===== src/rtl/czsctl.sv =====
`default_nettype none
// ============================================================================
// Module   : czsctl
// Purpose  : Call/return stack controller for the zevios core. Tracks the
//            stack pointer and occupancy and drives the czsmem stack-memory
//            port (address, write enable, write data). A popped return
//            address is presented one cycle after the request, using
//            czsmem's synchronous read-before-write behaviour.
// Options  : `define CZSCTL_WRAP_EN turns the stack into a circular buffer:
//            pushes when full overwrite the oldest entry instead of flagging
//            an overflow.
// Revision : 1.0 - initial release
// ============================================================================
module czsctl #(
  parameter int PC_WIDTH    = 10,
  parameter int STACK_WIDTH = 4
) (
  input  logic                   CLK,
  input  logic                   xRST_P,
  input  logic                   xPUSH_P,
  input  logic                   xPOP_P,
  input  logic [PC_WIDTH-1:0]    xPUSHD_P,
  input  logic                   xCLRERR_P,
  output logic [PC_WIDTH-1:0]    xPOPD_P,
  output logic                   xPOPV_P,
  output logic                   xFULL_P,
  output logic                   xEMPTY_P,
  output logic [STACK_WIDTH:0]   xDEPTH_P,
  output logic [1:0]             xERR_P,
  output logic [STACK_WIDTH-1:0] xSMEMA_P,
  output logic                   xSMEMWE_P,
  output logic [PC_WIDTH-1:0]    xSMEMDI_P,
  input  logic [PC_WIDTH-1:0]    xSMEMDO_P
);

  // Occupancy value meaning "every slot used".
  localparam logic [STACK_WIDTH:0] c_FULL_CNT = {1'b1, {STACK_WIDTH{1'b0}}};

  logic [STACK_WIDTH-1:0] sp_q, sp_d;
  logic [STACK_WIDTH:0]   cnt_q, cnt_d;
  logic                   popv_q, popv_d;
  logic [1:0]             err_q, err_d;

  logic [STACK_WIDTH-1:0] w_top;
  logic                   w_full;
  logic                   w_empty;
  logic [1:0]             w_err_set;
  logic [STACK_WIDTH-1:0] w_addr;
  logic                   w_we;

  assign w_top   = sp_q - 1'b1;
  assign w_full  = (cnt_q == c_FULL_CNT);
  assign w_empty = (cnt_q == '0);

  // Next-state decode: pointer/count updates, memory drive and error events.
  always_comb begin
    sp_d      = sp_q;
    cnt_d     = cnt_q;
    popv_d    = 1'b0;
    w_err_set = 2'b00;
    w_addr    = w_top;
    w_we      = 1'b0;

    if (xPUSH_P && xPOP_P) begin
      if (!w_empty) begin
        // Replace the top entry; the old value is read out in the same
        // access thanks to the memory's read-before-write timing.
        w_addr = w_top;
        w_we   = 1'b1;
        popv_d = 1'b1;
      end else begin
        // Nothing to pop: flag underflow but still perform the push.
        w_err_set[1] = 1'b1;
        w_addr       = sp_q;
        w_we         = 1'b1;
        sp_d         = sp_q + 1'b1;
        cnt_d        = cnt_q + 1'b1;
      end
    end else if (xPUSH_P) begin
      w_addr = sp_q;
      if (!w_full) begin
        w_we  = 1'b1;
        sp_d  = sp_q + 1'b1;
        cnt_d = cnt_q + 1'b1;
      end else begin
`ifdef CZSCTL_WRAP_EN
        // Circular mode: overwrite the oldest slot, occupancy stays full.
        w_we  = 1'b1;
        sp_d  = sp_q + 1'b1;
`else
        w_err_set[0] = 1'b1;
`endif
      end
    end else if (xPOP_P) begin
      if (!w_empty) begin
        w_addr = w_top;
        sp_d   = w_top;
        cnt_d  = cnt_q - 1'b1;
        popv_d = 1'b1;
      end else begin
        w_err_set[1] = 1'b1;
      end
    end

    // A new error event in the same cycle as a clear takes priority.
    err_d = (xCLRERR_P ? 2'b00 : err_q) | w_err_set;
  end

  // State registers with asynchronous reset; memory contents are untouched.
  always_ff @(posedge CLK or posedge xRST_P) begin
    if (xRST_P) begin
      sp_q   <= '0;
      cnt_q  <= '0;
      popv_q <= 1'b0;
      err_q  <= 2'b00;
    end else begin
      sp_q   <= sp_d;
      cnt_q  <= cnt_d;
      popv_q <= popv_d;
      err_q  <= err_d;
    end
  end

  assign xPOPD_P   = xSMEMDO_P;
  assign xPOPV_P   = popv_q;
  assign xFULL_P   = w_full;
  assign xEMPTY_P  = w_empty;
  assign xDEPTH_P  = cnt_q;
  assign xERR_P    = err_q;
  assign xSMEMA_P  = w_addr;
  assign xSMEMWE_P = w_we;
  assign xSMEMDI_P = xPUSHD_P;

endmodule
`default_nettype wire


===== config.mk =====
export PLATFORM = sky130hd
export DESIGN_NAME = czsctl
export DESIGN_NICKNAME = d
export VERILOG_FILES = /design/src/rtl/czsctl.sv
export SDC_FILE = /design/constraint.sdc
export NUM_CORES = 1
export LEC_CHECK = 0
export ABC_AREA = 1
export BUFFER_PORTS_ARGS = -buffer_cell sky130_fd_sc_hd__buf_2
export CORE_AREA = 2 2 58 60
export DETAILED_ROUTE_END_ITERATION = 7
export DIE_AREA = 0 0 60 62
export GPL_TIMING_DRIVEN = 0
export MAX_ROUTING_LAYER = met4
export PLACE_DENSITY = 0.69
export SYNTH_ARGS = -nofsm -noshare
export SYNTH_HDL_FRONTEND = slang
export SYNTH_SLANG_ARGS = --single-unit
export TNS_END_PERCENT = 10

===== constraint.sdc =====
create_clock -name CLK -period 2.2 [get_ports CLK]
set_clock_uncertainty 0.05 [all_clocks]
set_input_delay 0.55 -clock CLK [delete_from_list [all_inputs] [get_ports CLK]]
set_output_delay 0.55 -clock CLK [all_outputs]
set_load 0.02 [all_outputs]

==> run metrics <==
status complete, no violations; kind of cell adding the most delay to the critical path flip-flops; worst-path cell chain inv_2 > ha_4 > nand3_4 > nand2_4 > nand2_4 > xor2_2 > buf_6; Final Cycle Share between 90 and 100%; CTS tree done; core area roughly 3200 µm²; dpl cells 247; VDD IR max between 400 and 500 µV; clk slew on worst S/H paths roughly 70 ps; Num CTS Buffers 3; Post-synth EDFFs 0; Post-Route Utilization roughly half; Max transition margin 70.6%; CP Max Fanout 7; Yosys cell types 21; worst endpoint data arrival time approximately 1500 ps; # nets final between 200 and 250; Final Hold Viols 0; CP startpoint kind flop; CP peak stage delay approximately 400 ps; Bufs on Longest Clock Path 2; worst reg-to-reg path cell count 9; sequential fraction of the synthesis area between 20% and 30%; width of the die 60 µm; syn avg cell area roughly 7.3 µm²; grt total ovfl 0; commonest non-fill, non-tap cell in the layout nand2_1; YS warnings 0; Total GRT Usage between 10% and 20%; Crit path required time 1600 ps; share of layout cells above drive strength 1 between 40% and 50%; Crit path top cell by count nand2_4; internal power 1070 µW; post-route ant nets 0; # Max-Cap Violations 0; Initial Utilization 37.0%; Crit Path Category reg -> out; Placed Area 1440 µm²; clk sinks 12; PortBufs 39; initial antenna violation count 0; hold-fix buffers at CTS 0; ys async rst share 100%; Sw Ratio between 40% and 50%; pwr/cell area 1330 nW/µm²; Leakage about 0.00090 µW; Syn Nets between 150 and 200; diode count 0; Tmin final between 2000 and 2500 ps; largest net degree at the start of global routing 13; global-route wire length before repair 3.88 mm; RePlAce Congestion between 0.8 and 0.9; drt first pass iters 4; Non-Filler Instances 260; Vias 1128; Comb pwr share between 70% and 80%; num rows 21; crit path max-delay cell type dfrtp_2; Most used DFF post-synth dfrtp_1; #FFs+latches synth 12; via density per instance between 4 and 5; Area Overhead vs Synth 34.6%; vias in the first global route about 930; Max Transition Viols Final 0; RSZ-0062 raised after global routing yes; Worst-Skew Late Latency 260 ps; post-route cell area about 1600 µm²; DIE HEIGHT slightly above 60 µm; Sw Pwr a little over 1000 µW; H-tree Lvls 1; DRT iter0 DRCs 31; WL final 2.52 mm; class of the tightest hold or removal check in -> async; I/O pin count 60; mapped cell area about 1200 µm²; f_max 468 MHz; Critical Path Sink Type output pin; Flop pwr share a little over a fifth; Clock power frac 6.4%; Mapped Cells 162; die area between 3000 and 4000 µm²; actual slew at the worst max-slew pin 441 ps; Avg WL per Cell 9.68 µm; WP depth 7; HPWL Detailed slightly below 2 mm; Buf+Inv Stages, Crit Path 2; most frequent cells in the layout nand2_1 (42), buf_2 (35), buf_4 (34); drc violations 0; clock root buffer clkbuf_4; fillers 316; # setup viols final 0
sequential cells by signal, indices dropped and copies added, names as in the netlist:
register and cells:
xDEPTH_P 5, xERR_P 2, sp_q 4, xPOPV_P 1
area by class of cell:
class | instances | area, µm² | share of cell area [%]
multi-input cells | 103 | 642 | 40.6
flip-flops and latches | 12 | 305 | 19.3
repair buffers | 50 | 295 | 18.7
plain buffers | 23 | 173 | 10.9
inverters | 22 | 82.6 | 5.22
well taps | 46 | 57.6 | 3.64
clock buffers | 4 | 26.3 | 1.66
final timing paths:
check / from / end / slack [ps]
setup / recovery: xDEPTH_P[0] / xSMEMA_P[0] / 60
hold / removal: xRST_P / xERR_P[0] / 220
setup reg to reg: xDEPTH_P[0] / sp_q[1] / 690
hold reg to reg: xERR_P[0] / xERR_P[0] / 490
max in group asynchronous: xRST_P / sp_q[1] / 1560
min in group CLK: xCLRERR_P / xERR_P[0] / 440
metal layers:
metal | share of wire, % | wire (µm) | global-route usage, %
met1 | 46 | 1150 | 18.5
met2 | 45 | 1130 | 22.0
met3 | 7.8 | 196 | 1.86
met4 | 1.8 | 45 | 6.98
met5 | 0 | 0 | -
stage by stage:
stage	worst slack, ps	setup TNS (ps)	hold WS (ps)	power, µW
final	61.9	0	216	2100
after global routing	-40.5	-105	252	2300
after CTS	-45.6	-114	229	2090
after detailed placement	-33.3	-65.6	472	1710
after global placement	-27.9	-39.3	475	1690
after floorplan	-1.21	-1.21	365	1430
synth_stat cells, drive strengths merged (2+ instances only):
master | count | area, µm²
buf | 22 | 169
clkbuf | 2 | 7.51
dfrtp | 12 | 300
ha | 4 | 50.1
inv | 22 | 82.6
nand2 | 50 | 225
nand3 | 15 | 100
nand4 | 3 | 18.8
nor2 | 13 | 65.1
o21ai | 7 | 35.0
xnor2 | 2 | 17.5
xor2 | 6 | 52.6
power groups by stage:
stage | sequential, µW | clock [µW] | combinational (µW)
4_1_cts | 426 | 141 | 1530
6_report | 451 | 134 | 1510
3_5_place_dp | 444 | 0 | 1270
3_3_place_gp | 437 | 0 | 1250
5_1_grt | 464 | 154 | 1680
2_1_floorplan | 495 | 0 | 932
logic make-up (layout without fill, tap and decap cells):
kind of cell	Yosys count	in the layout	share of synthesized area [%]
buffers and inverters	47	99	24.8
and+or+nand+nor	81	81	34.8
xor gates and xnor gates	8	8	5.96
adders and majority gates	4	4	4.26
DFF	12	12	25.6
AOI/OAI and AO/OA	10	10	4.58
timing repair:
action                     4_1_cts  5_1_grt
pin swaps                        5        7
setup endpoints to repair        7        5
resized for setup               17        7
buffers inserted                 9        2
Note: power is estimated with default switching activity, not from simulation.
